File: src/rtl/alu_pkg.sv
`default_nettype none
// +------------------------------------------------------------------------+
// | Package : alu_pkg                                                      |
// | Purpose : Shared encodings for the ALU control / multiply-divide unit: |
// |           ALUOp values, ALUCtrl codes, R-type funct codes and the      |
// |           multiply/divide sequencer state type.                        |
// | Ports   : none (package)                                               |
// | Rev     : 1.0  initial release                                         |
// +------------------------------------------------------------------------+
package alu_pkg;

  // ALUOp values presented by the main decoder
  localparam logic [1:0] ALUOP_ADD   = 2'd0;
  localparam logic [1:0] ALUOP_SUB   = 2'd1;
  localparam logic [1:0] ALUOP_FUNCT = 2'd2;
  localparam logic [1:0] ALUOP_RSVD  = 2'd3;

  // ALUCtrl encodings
  localparam logic [3:0] CTRL_AND = 4'b0000;
  localparam logic [3:0] CTRL_OR  = 4'b0001;
  localparam logic [3:0] CTRL_XOR = 4'b0010;
  localparam logic [3:0] CTRL_NOR = 4'b0011;
  localparam logic [3:0] CTRL_ADD = 4'b0110;
  localparam logic [3:0] CTRL_SUB = 4'b1110;
  localparam logic [3:0] CTRL_SLT = 4'b1111;

  // R-type funct codes: ALU operations
  localparam logic [5:0] F_ADD = 6'b100000;
  localparam logic [5:0] F_SUB = 6'b100010;
  localparam logic [5:0] F_AND = 6'b100100;
  localparam logic [5:0] F_OR  = 6'b100101;
  localparam logic [5:0] F_XOR = 6'b100110;
  localparam logic [5:0] F_NOR = 6'b100111;
  localparam logic [5:0] F_SLT = 6'b101010;

  // R-type funct codes: multiply/divide unit
  localparam logic [5:0] F_MFHI  = 6'b010000;
  localparam logic [5:0] F_MTHI  = 6'b010001;
  localparam logic [5:0] F_MFLO  = 6'b010010;
  localparam logic [5:0] F_MTLO  = 6'b010011;
  localparam logic [5:0] F_MULT  = 6'b011000;
  localparam logic [5:0] F_MULTU = 6'b011001;
  localparam logic [5:0] F_DIV   = 6'b011010;
  localparam logic [5:0] F_DIVU  = 6'b011011;

  // Multiply/divide sequencer states
  typedef enum logic [2:0] {
    ST_IDLE = 3'd0,
    ST_MUL  = 3'd1,
    ST_DIV  = 3'd2,
    ST_FIX  = 3'd3,
    ST_DONE = 3'd4
  } md_state_t;

endpackage
`default_nettype wire

File: src/rtl/mdu_core.sv
`default_nettype none
// +------------------------------------------------------------------------+
// | Module  : mdu_core                                                     |
// | Purpose : Iterative multiply/divide datapath. Captures operand         |
// |           magnitudes and signs, runs one shift-add or restoring-divide |
// |           step per cycle, and presents sign-corrected HI/LO results.   |
// | Ports   : clk, reset      clock / synchronous active-high reset        |
// |           load            capture a, b and the operation this cycle    |
// |           op_div          1 = divide, 0 = multiply (with load)         |
// |           op_signed       signed operation (with load)                 |
// |           a, b            rs / rt operands                             |
// |           step            perform one iteration                        |
// |           last            current iteration is the final one           |
// |           hi_res, lo_res  corrected result, valid after last step      |
// | Rev     : 1.0  initial release                                         |
// +------------------------------------------------------------------------+
module mdu_core #(
  parameter int WIDTH = 32
) (
  input  logic             clk,
  input  logic             reset,
  input  logic             load,
  input  logic             op_div,
  input  logic             op_signed,
  input  logic [WIDTH-1:0] a,
  input  logic [WIDTH-1:0] b,
  input  logic             step,
  output logic             last,
  output logic [WIDTH-1:0] hi_res,
  output logic [WIDTH-1:0] lo_res
);

  localparam int CNT_W = $clog2(WIDTH);

  // acc: product high half / partial remainder
  // lo : multiplier shifting out / dividend shifting out, quotient in
  logic [WIDTH-1:0] acc;
  logic [WIDTH-1:0] lo;
  logic [WIDTH-1:0] opnd;       // multiplicand or divisor magnitude
  logic [WIDTH-1:0] dividend;   // raw dividend, returned on divide by zero
  logic [CNT_W-1:0] count;
  logic             is_div;
  logic             neg_q;      // product / quotient must be negated
  logic             neg_r;      // remainder must be negated
  logic             div_zero;

  logic [WIDTH-1:0]   a_mag;
  logic [WIDTH-1:0]   b_mag;
  logic [WIDTH:0]     mul_sum;
  logic [WIDTH:0]     div_shift;
  logic [WIDTH+1:0]   div_diff;
  logic [2*WIDTH-1:0] prod;
  logic [2*WIDTH-1:0] prod_fix;

  assign a_mag = (op_signed && a[WIDTH-1]) ? -a : a;
  assign b_mag = (op_signed && b[WIDTH-1]) ? -b : b;

  assign last = (count == CNT_W'(WIDTH - 1));

  // One shift-add multiply step: add when the multiplier LSB is set,
  // then shift {sum, multiplier} right by one.
  assign mul_sum = {1'b0, acc} + (lo[0] ? {1'b0, opnd} : {(WIDTH+1){1'b0}});

  // One restoring-divide step: shift the next dividend bit into the
  // remainder and keep the difference only if it did not go negative.
  assign div_shift = {acc, lo[WIDTH-1]};
  assign div_diff  = {1'b0, div_shift} - {2'b00, opnd};

  always_ff @(posedge clk) begin
    if (reset) begin
      acc      <= '0;
      lo       <= '0;
      opnd     <= '0;
      dividend <= '0;
      count    <= '0;
      is_div   <= 1'b0;
      neg_q    <= 1'b0;
      neg_r    <= 1'b0;
      div_zero <= 1'b0;
    end else if (load) begin
      acc      <= '0;
      lo       <= a_mag;
      opnd     <= b_mag;
      dividend <= a;
      count    <= '0;
      is_div   <= op_div;
      neg_q    <= op_signed && (a[WIDTH-1] ^ b[WIDTH-1]);
      neg_r    <= op_signed && a[WIDTH-1];
      div_zero <= (b == '0);
    end else if (step) begin
      count <= last ? '0 : count + CNT_W'(1);
      if (is_div) begin
        if (!div_diff[WIDTH+1]) begin
          acc <= div_diff[WIDTH-1:0];
          lo  <= {lo[WIDTH-2:0], 1'b1};
        end else begin
          acc <= div_shift[WIDTH-1:0];
          lo  <= {lo[WIDTH-2:0], 1'b0};
        end
      end else begin
        acc <= mul_sum[WIDTH:1];
        lo  <= {mul_sum[0], lo[WIDTH-1:1]};
      end
    end
  end

  // Sign correction. Most-negative / -1 needs no special case: the
  // magnitude quotient is 2^(WIDTH-1) with equal signs, which already
  // reads back as the most-negative value with a zero remainder.
  assign prod     = {acc, lo};
  assign prod_fix = neg_q ? -prod : prod;

  always_comb begin
    hi_res = prod_fix[2*WIDTH-1:WIDTH];
    lo_res = prod_fix[WIDTH-1:0];
    if (is_div) begin
      if (div_zero) begin
        hi_res = dividend;
        lo_res = '1;
      end else begin
        hi_res = neg_r ? -acc : acc;
        lo_res = neg_q ? -lo : lo;
      end
    end
  end

endmodule
`default_nettype wire

File: src/rtl/alu_md_control.sv
`default_nettype none
// +------------------------------------------------------------------------+
// | Module  : alu_md_control                                               |
// | Purpose : ALU control decoder plus HI/LO registers and the sequencer   |
// |           for an iterative multiply/divide unit.                       |
// | Ports   : clk, reset   clock / synchronous active-high reset           |
// |           ALUOp        0 add, 1 sub, 2 decode Function, 3 reserved     |
// |           Function     R-type funct field                              |
// |           start        qualifies a mult/div/mthi/mtlo request          |
// |           A, B         rs / rt operands                                |
// |           ALUCtrl      ALU operation code (combinational)              |
// |           illegal      unrecognised ALUOp/funct (combinational)        |
// |           busy         multiply/divide in progress (registered)        |
// |           done         one-cycle pulse when HI/LO take a result        |
// |           hilo_out     HI for mfhi, LO otherwise (combinational)       |
// | Rev     : 1.0  initial release                                         |
// +------------------------------------------------------------------------+
module alu_md_control
  import alu_pkg::*;
#(
  parameter int WIDTH  = 32,
  parameter int CTRL_W = 4
) (
  input  logic              clk,
  input  logic              reset,
  input  logic [1:0]        ALUOp,
  input  logic [5:0]        Function,
  input  logic              start,
  input  logic [WIDTH-1:0]  A,
  input  logic [WIDTH-1:0]  B,
  output logic [CTRL_W-1:0] ALUCtrl,
  output logic              illegal,
  output logic              busy,
  output logic              done,
  output logic [WIDTH-1:0]  hilo_out
);

  md_state_t        state;
  logic [WIDTH-1:0] hi;
  logic [WIDTH-1:0] lo;
  logic [3:0]       ctrl;

  logic             funct_req;
  logic             req_mul;
  logic             req_div;
  logic             req_mthi;
  logic             req_mtlo;
  logic             op_signed;
  logic             accept;
  logic             core_load;
  logic             core_step;
  logic             core_last;
  logic [WIDTH-1:0] core_hi;
  logic [WIDTH-1:0] core_lo;

  // ALU control decode
  always_comb begin
    ctrl    = CTRL_ADD;
    illegal = 1'b0;
    case (ALUOp)
      ALUOP_ADD: ctrl = CTRL_ADD;
      ALUOP_SUB: ctrl = CTRL_SUB;
      ALUOP_FUNCT: begin
        case (Function)
          F_ADD:   ctrl = CTRL_ADD;
          F_SUB:   ctrl = CTRL_SUB;
          F_AND:   ctrl = CTRL_AND;
          F_OR:    ctrl = CTRL_OR;
          F_XOR:   ctrl = CTRL_XOR;
          F_NOR:   ctrl = CTRL_NOR;
          F_SLT:   ctrl = CTRL_SLT;
          F_MULT, F_MULTU, F_DIV, F_DIVU,
          F_MFHI, F_MTHI, F_MFLO, F_MTLO:
                   ctrl = CTRL_ADD;
          default: illegal = 1'b1;
        endcase
      end
      ALUOP_RSVD: illegal = 1'b1;
      default:    illegal = 1'b1;
    endcase
  end

  assign ALUCtrl = CTRL_W'(ctrl);

  // Request qualification; requests are only honoured when not busy
  assign funct_req = start && (ALUOp == ALUOP_FUNCT);
  assign req_mul   = funct_req && ((Function == F_MULT) || (Function == F_MULTU));
  assign req_div   = funct_req && ((Function == F_DIV)  || (Function == F_DIVU));
  assign req_mthi  = funct_req && (Function == F_MTHI);
  assign req_mtlo  = funct_req && (Function == F_MTLO);
  assign op_signed = (Function == F_MULT) || (Function == F_DIV);

  assign accept    = (state == ST_IDLE) || (state == ST_DONE);
  assign core_load = accept && (req_mul || req_div);
  assign core_step = (state == ST_MUL) || (state == ST_DIV);

  mdu_core #(
    .WIDTH (WIDTH)
  ) u_core (
    .clk       (clk),
    .reset     (reset),
    .load      (core_load),
    .op_div    (req_div),
    .op_signed (op_signed),
    .a         (A),
    .b         (B),
    .step      (core_step),
    .last      (core_last),
    .hi_res    (core_hi),
    .lo_res    (core_lo)
  );

  // Sequencer with registered busy/done
  always_ff @(posedge clk) begin
    if (reset) begin
      state <= ST_IDLE;
      hi    <= '0;
      lo    <= '0;
      busy  <= 1'b0;
      done  <= 1'b0;
    end else begin
      done <= 1'b0;
      case (state)
        ST_IDLE, ST_DONE: begin
          state <= ST_IDLE;
          busy  <= 1'b0;
          if (req_mul) begin
            state <= ST_MUL;
            busy  <= 1'b1;
          end else if (req_div) begin
            state <= ST_DIV;
            busy  <= 1'b1;
          end else if (req_mthi) begin
            hi <= A;
          end else if (req_mtlo) begin
            lo <= A;
          end
        end
        ST_MUL, ST_DIV: begin
          if (core_last) state <= ST_FIX;
        end
        ST_FIX: begin
          state <= ST_DONE;
          busy  <= 1'b0;
          done  <= 1'b1;
          hi    <= core_hi;
          lo    <= core_lo;
        end
        default: begin
          state <= ST_IDLE;
          busy  <= 1'b0;
        end
      endcase
    end
  end

  assign hilo_out = (Function == F_MFHI) ? hi : lo;

endmodule
`default_nettype wire

File: config.mk
export PLATFORM = sky130hd
export DESIGN_NAME = alu_md_control
export DESIGN_NICKNAME = d
export VERILOG_FILES = /design/src/rtl/alu_pkg.sv /design/src/rtl/mdu_core.sv /design/src/rtl/alu_md_control.sv
export SDC_FILE = /design/constraint.sdc
export NUM_CORES = 1
export LEC_CHECK = 0
export CAP_MARGIN = 10
export CORE_ASPECT_RATIO = 1.25
export CORE_MARGIN = 3
export CORE_UTILIZATION = 40
export CTS_BUF_LIST = sky130_fd_sc_hd__clkbuf_4 sky130_fd_sc_hd__clkbuf_8
export CTS_CLUSTER_SIZE = 40
export DETAILED_ROUTE_END_ITERATION = 12
export GPL_ROUTABILITY_DRIVEN = 0
export MAX_ROUTING_LAYER = met4
export SETUP_SLACK_MARGIN = 0.4
export SYNTH_ARGS = -nofsm -noshare
export SYNTH_HDL_FRONTEND = slang
export SYNTH_SLANG_ARGS = --single-unit
File: constraint.sdc
create_clock -name clk -period 4.1 [get_ports clk]
set_clock_uncertainty 0.2 [all_clocks]
set_input_delay 1.025 -clock clk [delete_from_list [all_inputs] [get_ports clk]]
set_output_delay 1.025 -clock clk [all_outputs]
set_load 0.05 [all_outputs]
==> results of run 1 <==
[cell type report]
cell class / instances / area [um2]
flip-flops and latches: 206 / 4140
clock buffers: 58 / 723
fillers: 4018 / 20000
clock inverters: 6 / 66.3
multi-input cells: 1785 / 11700
repair inverters: 1 / 7.51
inverters: 68 / 264
well taps: 546 / 683
repair buffers: 274 / 2840
[worst max path at each step]
stage,slack (ns),cells past startpoint,start,end
floorplan,0.40,5,Function[1],hilo_out[21]
global placement,-0.03,10,B[8],u_core.opnd[29]$_SDFFE_PP0P_
detailed placement,-0.09,10,B[8],u_core.opnd[29]$_SDFFE_PP0P_
CTS,0.18,7,Function[5],hilo_out[29]
global route,0.22,7,Function[5],hilo_out[29]
finish,0.25,7,Function[5],hilo_out[29]
[logic make-up after synthesis]
group | count (synthesis) | synth area share
AOI/OAI and AO/OA | 706 | 0.274
xor gates and xnor gates | 190 | 0.101
adders and majority gates | 75 | 0.0576
buffers and inverters | 255 | 0.0587
DFF | 206 | 0.249
muxes | 100 | 0.0637
and+or+nand+nor | 714 | 0.196
[power groups by stage]
stage                     clock (uW)  sequential (uW)  combinational [uW]
after floorplan                    0             2060                 369
final                           2140             2020                 749
after detailed placement           0             2060                 689
after global placement             0             2060                 684
after CTS                       2180             2020                 708
after global routing            2260             2020                 802
[sequential cells by signal, summed over array words and instances (netlist names), 3 cells and up]
signal / cells
state: 3
u_core.dividend: 32
u_core.lo: 32
u_core.acc: 32
lo: 32
u_core.opnd: 32
u_core.count: 5
hi: 32
[stage by stage]
| step | total power, uW | TNS, ns | instance area [um2] |
|---|---|---|---|
| global route | 5080 | 0 | 20400 |
| floorplan | 2430 | 0 | 16600 |
| global placement | 2750 | -0.0474 | 19100 |
| CTS | 4900 | 0 | 20200 |
| finish | 4910 | 0 | 20400 |
| detailed placement | 2750 | -0.182 | 19100 |
[layout by cell type, fill, tap and decap left out, drive strengths merged, types with 24 or more instances in the layout]
cell type,Yosys,routed
mux2,42,42
a21oi,196,196
ha,73,73
o211ai,26,26
xor2,98,98
or3,26,26
nor2,202,202
nand2,298,298
a211oi,102,102
clkdlybuf4s50,0,68
mux2i,58,58
buf,21,202
o21ai,155,155
o221ai,26,26
clkbuf,166,60
inv,67,67
dfxtp,206,206
o31ai,32,32
a31oi,24,24
nand3,36,36
nor3,30,30
a21o,40,40
xnor2,92,92
[metal layers]
metal	up-vias	share of wire
li1	8331	-
met3	163	0.051
met4	0	0.059
met5	-	0
met2	590	0.49
met1	8176	0.40
[critical path, cell delays in order]
cell,delay [ns]
buf_6,0.09
nand3b_1,0.16
or4_4,0.55
buf_12,0.19
buf_16,0.14
mux2_4,0.31
buf_12,0.15
[timing repair]
item	in CTS	in global routing
setup endpoints to repair	72	93
buffers inserted	13	10
hold buffers	0	0
gates cloned	3	1
gates resized for setup	47	55
pin swaps	5	11
==> results.rst, run 1 <==
.. list-table::
   :header-rows: 1

   * - Metric
     - Value
   * - Outcome
     - complete, no violations
   * - First-pass GRT wire length
     - 92200 um
   * - Initial antenna violation count
     - 0
   * - Share of final-layout standard cells stronger than drive strength 1
     - 0.163
   * - Setup slack, reg-to-reg
     - 0.49 ns
   * - Critical Path End Type
     - primary output
   * - Growth of design area from synthesis to finish
     - 23.5%
   * - Data required time of the worst path
     - 2.87 ns
   * - Arrival @ worst endpoint
     - 2.62 ns
   * - Yosys cell types
     - 82
   * - Dominant cell type by area after synthesis
     - dfxtp_1
   * - Largest driver fanout on the critical path
     - 8
   * - Die area
     - 43900 um2
   * - CTS tree
     - yes
   * - Htree depth
     - 2
   * - Synth area leaders
     - dfxtp_1 25%, nand2_1 6.8%, a21oi_1 5.9%, ha_1 5.5%, xor2_1 5.2%
   * - Top post-synthesis cells by count
     - 298 x nand2_1, 206 x dfxtp_1, 202 x nor2_1
   * - Unrepaired setup endpoints after global routing
     - true
   * - Total global routing overflow
     - 0
   * - Launch point of the worst hold path
     - lo[23]$_SDFFE_PP0P_
   * - Antenna Diode Count
     - 0
   * - Switching pwr
     - 1380 uW
   * - Final clock period utilization by the worst path
     - 0.938
   * - Syn_nets
     - 2396
   * - Capture point of the worst reg-to-reg path
     - hi[27]$_SDFFE_PP0P_
   * - Number of DRC markers after the initial detailed-route iteration
     - 1284
   * - Wire length per cell
     - 20.0 um
   * - Starting utilization of the core area
     - 0.409
   * - Clock-pin transition on the worst setup and hold timing paths
     - 0.06 ns
   * - GR Util met3
     - 0.0302
   * - Router iterations before antenna repair
     - 8
   * - # Max-Cap Violations
     - 0
   * - NumNets Final
     - 2524
   * - Number of buffers on the longest clock path
     - 3
   * - Fmax achieved
     - 260 MHz
   * - Relative slew slack
     - 0.252
   * - Overall fraction of global-route tracks in use
     - 0.267
   * - Top-area cell type share of the netlist area
     - 0.249
   * - Number of nets with antenna violations after detailed routing
     - 0
   * - Reg2reg path depth
     - 11
   * - Worst hold path depth
     - 2
   * - Average vias per placed instance
     - 5.86
   * - Worst hold slack after final layout
     - 0.249 ns
   * - Startpoint type of the worst setup path
     - input pin
   * - TritonCTS sink count
     - 206
   * - Power per cell area
     - 240 nW/um2
   * - Overall routed net length
     - 59000 um
   * - Root Buffer Master
     - clkbuf_8
   * - Clk Latency, worst-skew pair
     - 0.59 ns
   * - Design internal power
     - 3520 uW
   * - Number of buffers created by CTS
     - 38
   * - Leakage power figure
     - 0.00776 uW
   * - Total setup violations reported at the end of the flow
     - 0
   * - Critical setup path kind
     - in -> out
   * - Proportion of synthesized flip-flops having asynchronous set or reset
     - 0
   * - Clock group share of total power
     - 0.436
   * - Global Route met1 Usage
     - 0.308
   * - Vias in the first global route
     - 16700
   * - Proportion of power drawn by combinational gates
     - 0.153
   * - Most repeated cell in the gate-level netlist after synthesis
     - nand2_1
   * - Worst IR drop on VDD
     - 0.186 mV
   * - Min-Delay Path Class
     - reg -> reg
   * - GR Layer Usage met2
     - 0.456
   * - Final number of hold-violating endpoints
     - 0
   * - Total of flip-flops plus latches after synthesis
     - 206
   * - EDFF count, synth
     - 0
   * - Pins Over Slew Limit
     - 0
   * - Sequential cell area fraction in the yosys report
     - 0.249
   * - Worst slew pin tran
     - 1.12 ns
   * - Floorplan die height
     - 233 um
   * - Cells after DPL
     - 2853
   * - Synth Flop Type
     - dfxtp_1
   * - Floorplan die width
     - 188 um
   * - Remaining design rule violation count
     - 0
   * - Layout Utilization
     - 0.505
   * - Filler-free cell count of the finished design
     - 2944
   * - Worst setup slack after layout
     - 0.253 ns
   * - Post-DP HPWL
     - 42400 um
   * - Setup slack after placement
     - -0.0868 ns
   * - Crit Reg-Reg Startpoint
     - u_core.lo[0]$_SDFFE_PP0P_
   * - Post-synthesis cell area
     - 16500 um2
   * - Sequential fraction of design power
     - 0.412
   * - Mapped Cells
     - 2246
   * - Vias after detailed routing
     - 17300
   * - Endpoint of the worst hold-timing path
     - lo[23]$_SDFFE_PP0P_
   * - Minimum clock period
     - 3.85 ns
   * - Global route hottest layer
     - met2
   * - Switching share of total power
     - 0.282
   * - Number of rows in the core area
     - 82
   * - Number of input and output port buffers inserted
     - 113
   * - Top Ports
     - 114
   * - Yosys warnings
     - 0
   * - Std-Cell Core Area
     - 40400 um2
   * - Average instance area after synthesis
     - 7.37 um2
   * - Maximum number of pins on one net before global-route repair
     - 123
(Power assumes the default switching activity.)
==> inputs of run 2 (changes only) <==
--- a/config.mk
+++ b/config.mk
@@ -7,7 +7,6 @@
 export LEC_CHECK = 0
 export CAP_MARGIN = 10
 export CORE_ASPECT_RATIO = 1.25
-export CORE_MARGIN = 3
 export CORE_UTILIZATION = 40
 export CTS_BUF_LIST = sky130_fd_sc_hd__clkbuf_4 sky130_fd_sc_hd__clkbuf_8
 export CTS_CLUSTER_SIZE = 40
==> results.rst, run 2 (synthesis gave the netlist of run 1 again) <==
.. list-table::
   :header-rows: 1

   * - Metric
     - Value
   * - Number of buffers created by CTS
     - 38 (unchanged)
   * - Top library cells by usage in the layout, fill and taps aside
     - 296 x nand2_1, 200 x dfxtp_1, 199 x nor2_1, 191 x a21oi_1, 144 x o21ai_0 (was 297 x nand2_1, 201 x dfxtp_1, 196 x nor2_1, 192 x a21oi_1)
   * - Power per cell area
     - 239 nW/um2 (was 240 nW/um2)
   * - Buffer and inverter count on the worst path
     - 4 (unchanged)
   * - Launch point of the worst hold path
     - lo[12]$_SDFFE_PP0P_ (was lo[23]$_SDFFE_PP0P_)
   * - Worst hold path depth
     - 2 (unchanged)
   * - Maximum number of pins on one net before global-route repair
     - 94 (was 123)
   * - Remaining design rule violation count
     - 0 (unchanged)
   * - Total setup violations reported at the end of the flow
     - 0 (unchanged)
   * - NumNets Final
     - 2502 (was 2524)
   * - Fmax achieved
     - 253 MHz (was 260 MHz)
   * - Average vias per placed instance
     - 5.86 (about the same)
   * - Final number of hold-violating endpoints
     - 0 (unchanged)
   * - Vias in the first global route
     - 16200 (was 16700)
   * - Overall power
     - 4840 uW (was 4910 uW)
   * - Number of nets with antenna violations after detailed routing
     - 0 (unchanged)
   * - Min-Delay Path Class
     - reg -> reg (unchanged)
   * - Router iterations before antenna repair
     - 6 (was 8)
   * - Root Buffer Master
     - clkbuf_8 (unchanged)
   * - # Max-Cap Violations
     - 0 (unchanged)
   * - Placement-stage cell area
     - 19000 um2 (was 19100 um2)
   * - Unrepaired setup endpoints after global routing
     - true (unchanged)
   * - Clock-pin transition on the worst setup and hold timing paths
     - 0.05 ns (was 0.06 ns)
   * - Vias after detailed routing
     - 17100 (was 17300)
   * - Starting utilization of the core area
     - 0.409 (unchanged)
   * - Filler-free cell count of the finished design
     - 2922 (was 2944)
   * - Die area
     - 42200 um2 (was 43900 um2)
   * - Overall routed net length
     - 58500 um (was 59000 um)
   * - Post-DP HPWL
     - 42100 um (was 42400 um)
   * - Hold-fix buffers at CTS
     - 0 (unchanged)
   * - Outcome
     - complete, no violations (unchanged)
   * - Gate family responsible for the most delay along the worst path
     - simple AND/OR/NAND/NOR gates (unchanged)
   * - Number of rows in the core area
     - 82 (unchanged)
   * - Top Ports
     - 114 (unchanged)
   * - Critical path startpoint
     - Function[5] (unchanged)
   * - Cells after DPL
     - 2838 (was 2853)
   * - CTS tree
     - yes (unchanged)
   * - Largest driver fanout on the critical path
     - 8 (unchanged)
   * - Number of DRC markers after the initial detailed-route iteration
     - 1310 (was 1284)
   * - Cells traversed along the worst timing path
     - buf_6 > nand3b_1 > or4_4 > buf_4 > buf_16 > mux2_2 > buf_12 (was buf_6 > nand3b_1 > or4_4 > buf_12 > buf_16 > mux2_4 > buf_12)
   * - Floorplan die height
     - 229 um (was 233 um)
   * - Worst setup slack after layout
     - 0.153 ns (was 0.253 ns)
   * - Reg2reg path depth
     - 14 (was 11)
   * - Total global routing overflow
     - 0 (unchanged)
   * - Std-Cell Core Area
     - 40400 um2 (unchanged)
   * - Most common cell after layout, fill and taps aside
     - nand2_1 (unchanged)
   * - Growth of design area from synthesis to finish
     - 22.7% (was 23.5%)
   * - Clk Latency, worst-skew pair
     - 0.58 ns (was 0.59 ns)
   * - Htree depth
     - 2 (unchanged)
   * - Number of input and output port buffers inserted
     - 113 (unchanged)
   * - Floorplan die width
     - 184 um (was 188 um)
   * - Final clock period utilization by the worst path
     - 0.963 (was 0.938)
   * - Worst slew pin tran
     - 1.20 ns (was 1.12 ns)
   * - Leakage power figure
     - 0.00768 uW (was 0.00776 uW)
   * - Startpoint type of the worst setup path
     - input pin (unchanged)
   * - Share of final-layout standard cells stronger than drive strength 1
     - 0.155 (was 0.163)
   * - TritonCTS sink count
     - 206 (unchanged)
   * - Number of filler cells placed in the layout
     - 3994 (was 4018)
   * - Post-route standard cell area excluding fillers
     - 20300 um2 (was 20400 um2)
   * - Data required time of the worst path
     - 2.87 ns (about the same)
   * - WP depth
     - 7 (unchanged)
   * - Overall fraction of global-route tracks in use
     - 0.283 (was 0.267)
   * - Critical Path End Type
     - primary output (unchanged)
   * - Layout Utilization
     - 0.502 (was 0.505)
   * - Minimum clock period
     - 3.95 ns (was 3.85 ns)
   * - Arrival @ worst endpoint
     - 2.72 ns (was 2.62 ns)
   * - Crit Reg-Reg Startpoint
     - u_core.lo[31]$_SDFFE_PP0P_ (was u_core.lo[0]$_SDFFE_PP0P_)
   * - Pins Over Slew Limit
     - 0 (unchanged)
   * - Critical setup path kind
     - in -> out (unchanged)
   * - Number of buffers on the longest clock path
     - 3 (unchanged)
   * - Wire length per cell
     - 20.0 um (about the same)
   * - CP max stage cell
     - or4_4 (unchanged)
   * - Setup slack after placement
     - -0.0585 ns (was -0.0868 ns)
   * - First-pass GRT wire length
     - 91500 um (was 92200 um)
   * - CP peak stage delay
     - 0.60 ns (was 0.55 ns)
   * - Relative slew slack
     - 0.197 (was 0.252)
   * - Initial antenna violation count
     - 1 (was 0)
   * - Worst IR drop on VDD
     - 0.165 mV (was 0.186 mV)
run 2: cell types whose count changed in the layout (fill, tap and decap cells not counted), moves of 3 or more:
| cell | previous run | this run |
|---|---|---|
| nor2_1 | 196 | 199 |
| inv_2 | 1 | 4 |
| clkinv_2 | 2 | 5 |
| nor2_2 | 6 | 3 |
| clkinvlp_4 | 4 | 1 |
| buf_12 | 40 | 43 |
| buf_6 | 10 | 16 |
| buf_4 | 144 | 117 |
run 2: final cells by class:
type | instances | area, um2 | share of cell area
Multi-Input combinational cell | 1785 | 11700 | 0.577
Sequential cell | 206 | 4140 | 0.204
Timing Repair Buffer | 253 | 2740 | 0.135
Clock buffer | 56 | 702 | 0.0346
Tap cell | 546 | 683 | 0.0337
Inverter | 68 | 255 | 0.0126
Clock inverter | 7 | 62.6 | 0.00308
Antenna cell | 1 | 2.50 | 0.000123
run 2: path summary, 6_finish.rpt:
| path | to | slack, ns |
|---|---|---|
| max | hilo_out[6] | 0.15 |
| min | lo[12]$_SDFFE_PP0P_ | 0.25 |
| max reg2reg | u_core.acc[30]$_SDFFE_PP0P_ | 0.46 |
| min reg2reg | lo[12]$_SDFFE_PP0P_ | 0.25 |
run 2: what timing repair did:
item	in CTS	in global routing
setup endpoints to repair	60	67
pin swaps	6	9
buffers inserted	13	4
gates cloned	3	0
resized for setup	47	45
run 2: worst reg2reg max path, delay by kind of cell (launching register included):
family	cells	cell delay (ns)
buffers and inverters	2	0.29
flip-flops	1	0.36
XOR/XNOR	1	0.24
multiplexers	1	0.17
AO/OA/AOI/OAI	6	1.33
AND/OR/NAND/NOR	2	0.35
adder cells (fa/ha/maj)	2	0.60
run 2: power breakdown:
part	leakage, uW	internal, uW	switching (uW)
Sequential	0.00166	2010	10.7
Combinational	0.00561	299	417
Clock	0.000408	1150	953
run 2: metal layers:
| metal | global-route usage | up-vias | wire length (um) |
|---|---|---|---|
| li1 | - | 8292 | - |
| met1 | 0.341 | 8084 | 24000 |
| met2 | 0.465 | 621 | 27900 |
| met3 | 0.0316 | 138 | 3390 |
| met4 | 0.144 | 0 | 3180 |
| met5 | - | - | 0 |
run 2: metrics by stage:
stage	setup TNS, ns	hold slack (ns)
final	0	0.246
after global routing	0	0.261
after CTS	0	0.248
after detailed placement	-0.234	0.241
after global placement	-0.0651	0.237
after floorplan	0	0.228
==> inputs of run 3 (changes only) <==
--- a/config.mk
+++ b/config.mk
@@ -7,6 +7,7 @@
 export LEC_CHECK = 0
 export CAP_MARGIN = 10
 export CORE_ASPECT_RATIO = 1.25
+export CORE_MARGIN = 2
 export CORE_UTILIZATION = 40
 export CTS_BUF_LIST = sky130_fd_sc_hd__clkbuf_4 sky130_fd_sc_hd__clkbuf_8
 export CTS_CLUSTER_SIZE = 40
==> results.rst, run 3 (synthesis gave the netlist of run 1 again) <==
.. list-table::
   :header-rows: 1

   * - Metric
     - Value
   * - Outcome
     - complete, no violations (unchanged)
   * - Htree depth
     - 2 (unchanged)
   * - Maximum number of pins on one net before global-route repair
     - 73 (was 94)
   * - Unrepaired setup endpoints after global routing
     - true (unchanged)
   * - Hold-fix buffers at CTS
     - 0 (unchanged)
   * - Vias after detailed routing
     - 17200 (was 17100)
   * - Total setup violations reported at the end of the flow
     - 0 (unchanged)
   * - Worst IR drop on VDD
     - 0.164 mV (was 0.165 mV)
   * - Pins Over Slew Limit
     - 0 (unchanged)
   * - Number of input and output port buffers inserted
     - 113 (unchanged)
   * - Leakage power figure
     - 0.00774 uW (was 0.00768 uW)
   * - Filler-free cell count of the finished design
     - 2944 (was 2922)
   * - Largest driver fanout on the critical path
     - 8 (unchanged)
   * - Clk Latency, worst-skew pair
     - 0.59 ns (was 0.58 ns)
   * - Number of nets with antenna violations after detailed routing
     - 0 (unchanged)
   * - NumNets Final
     - 2516 (was 2502)
   * - GR Util met3
     - 0.0322 (was 0.0316)
   * - Worst setup slack after layout
     - 0.209 ns (was 0.153 ns)
   * - Startpoint type of the worst setup path
     - input pin (unchanged)
   * - TritonCTS sink count
     - 206 (unchanged)
   * - Cells after DPL
     - 2853 (was 2838)
   * - Minimum clock period
     - 3.89 ns (was 3.95 ns)
   * - Power per cell area
     - 241 nW/um2 (was 239 nW/um2)
   * - Number of buffers on the longest clock path
     - 3 (unchanged)
   * - Post-DP HPWL
     - 43000 um (was 42100 um)
   * - Data required time of the worst path
     - 2.87 ns (about the same)
   * - Total global routing overflow
     - 0 (unchanged)
   * - Number of buffers created by CTS
     - 38 (unchanged)
   * - Global route hottest layer
     - met2 (unchanged)
   * - Starting utilization of the core area
     - 0.404 (was 0.409)
   * - Router iterations before antenna repair
     - 5 (was 6)
   * - Critical Path End Type
     - primary output (unchanged)
   * - Worst hold slack after final layout
     - 0.252 ns (was 0.246 ns)
   * - Worst slew pin tran
     - 0.948 ns (was 1.20 ns)
   * - Top Ports
     - 114 (unchanged)
   * - Remaining design rule violation count
     - 0 (unchanged)
   * - Vias in the first global route
     - 16800 (was 16200)
   * - Die area
     - 43000 um2 (was 42200 um2)
   * - Floorplan die height
     - 231 um (was 229 um)
   * - Clock-pin transition on the worst setup and hold timing paths
     - 0.06 ns (was 0.05 ns)
   * - Initial antenna violation count
     - 1 (unchanged)
   * - Final clock period utilization by the worst path
     - 0.949 (was 0.963)
   * - Wire length per cell
     - 20.1 um (was 20.0 um)
   * - Critical setup path kind
     - in -> out (unchanged)
   * - CTS tree
     - yes (unchanged)
   * - Growth of design area from synthesis to finish
     - 23.2% (was 22.7%)
   * - Min-Delay Path Class
     - reg -> reg (unchanged)
   * - Top library cells by usage in the layout, fill and taps aside
     - 297 x nand2_1, 201 x dfxtp_1, 200 x nor2_1, 191 x a21oi_1, 144 x o21ai_0 (was 296 x nand2_1, 200 x dfxtp_1, 199 x nor2_1, 191 x a21oi_1, 144 x o21ai_0)
   * - Average vias per placed instance
     - 5.83 (was 5.86)
   * - Most common cell after layout, fill and taps aside
     - nand2_1 (unchanged)
   * - Number of DRC markers after the initial detailed-route iteration
     - 1371 (was 1310)
   * - Setup slack after placement
     - -0.0552 ns (was -0.0585 ns)
   * - # Max-Cap Violations
     - 0 (unchanged)
   * - Fmax achieved
     - 257 MHz (was 253 MHz)
   * - Final number of hold-violating endpoints
     - 0 (unchanged)
   * - Number of rows in the core area
     - 83 (was 82)
   * - Global Route met1 Usage
     - 0.327 (was 0.341)
   * - GR Layer Usage met2
     - 0.477 (was 0.465)
   * - Relative slew slack
     - 0.366 (was 0.197)
   * - Overall routed net length
     - 59300 um (was 58500 um)
   * - Share of final-layout standard cells stronger than drive strength 1
     - 0.158 (was 0.155)
   * - Overall fraction of global-route tracks in use
     - 0.280 (was 0.283)
   * - Std-Cell Core Area
     - 40900 um2 (was 40400 um2)
   * - Floorplan die width
     - 186 um (was 184 um)
   * - Overall power
     - 4910 uW (was 4840 uW)
   * - Root Buffer Master
     - clkbuf_8 (unchanged)
   * - First-pass GRT wire length
     - 92900 um (was 91500 um)
   * - Arrival @ worst endpoint
     - 2.67 ns (was 2.72 ns)
[run 3: changes by cell type in the layout (fill, tap and decap cells not counted), sizes merged]
cell / change
buf: +14
clkbuf: -1
clkinvlp: +2
inv: +1
[run 3: area by class of cell]
class | count | area, um2
Fill cell | 4026 | 20500
Multi-Input combinational cell | 1785 | 11700
Sequential cell | 206 | 4130
Timing Repair Buffer | 267 | 2820
Clock buffer | 55 | 707
Tap cell | 552 | 691
Inverter | 68 | 258
Clock inverter | 10 | 86.3
Antenna cell | 1 | 2.50
[run 3: path summary, 6_finish.rpt]
path                                 from                           end  slack (ns)  cells after the start
min reg2reg  u_core.opnd[21]$_SDFFE_PP0P_  u_core.opnd[21]$_SDFFE_PP0P_        0.25                      2
max                           Function[5]                  hilo_out[21]        0.21                      7
max reg2reg     u_core.lo[0]$_SDFFE_PP0P_   u_core.acc[20]$_SDFFE_PP0P_        0.47                     15
min          u_core.opnd[21]$_SDFFE_PP0P_  u_core.opnd[21]$_SDFFE_PP0P_        0.25                      2
[run 3: timing repair]
| item | CTS | global route |
|---|---|---|
| buffers inserted | 18 | 4 |
| setup endpoints to repair | 68 | 66 |
| pin swaps | 6 | 8 |
| resized for setup | 42 | 46 |
| gates cloned | 3 | 0 |
[run 3: through the flow]
step | cell area (um2) | setup TNS (ns) | utilization
after floorplan | 16600 | 0 | -
after global placement | 19100 | 0 | 0.467
after detailed placement | 19100 | -0.0866 | 0.467
after CTS | 20200 | 0 | 0.493
after global routing | 20400 | 0 | 0.498
final | 20400 | 0 | 0.498
[run 3: worst max-delay path: stages]
cell and delay (ns):
buf_6 0.09, nand3b_1 0.18, or4_4 0.58, buf_12 0.18, buf_12 0.15, mux2_4 0.31, buf_12 0.15
[run 3: power breakdown]
part / total [uW] / switching [uW] / internal [uW]
clock: 2140 / 968 / 1170
sequential: 2020 / 11.2 / 2010
combinational: 753 / 422 / 330
[run 3: routing by layer]
layer / share of wire / routed length, um
met5: 0 / 0
met4: 0.049 / 2880
met3: 0.054 / 3180
met2: 0.49 / 29100
met1: 0.41 / 24100
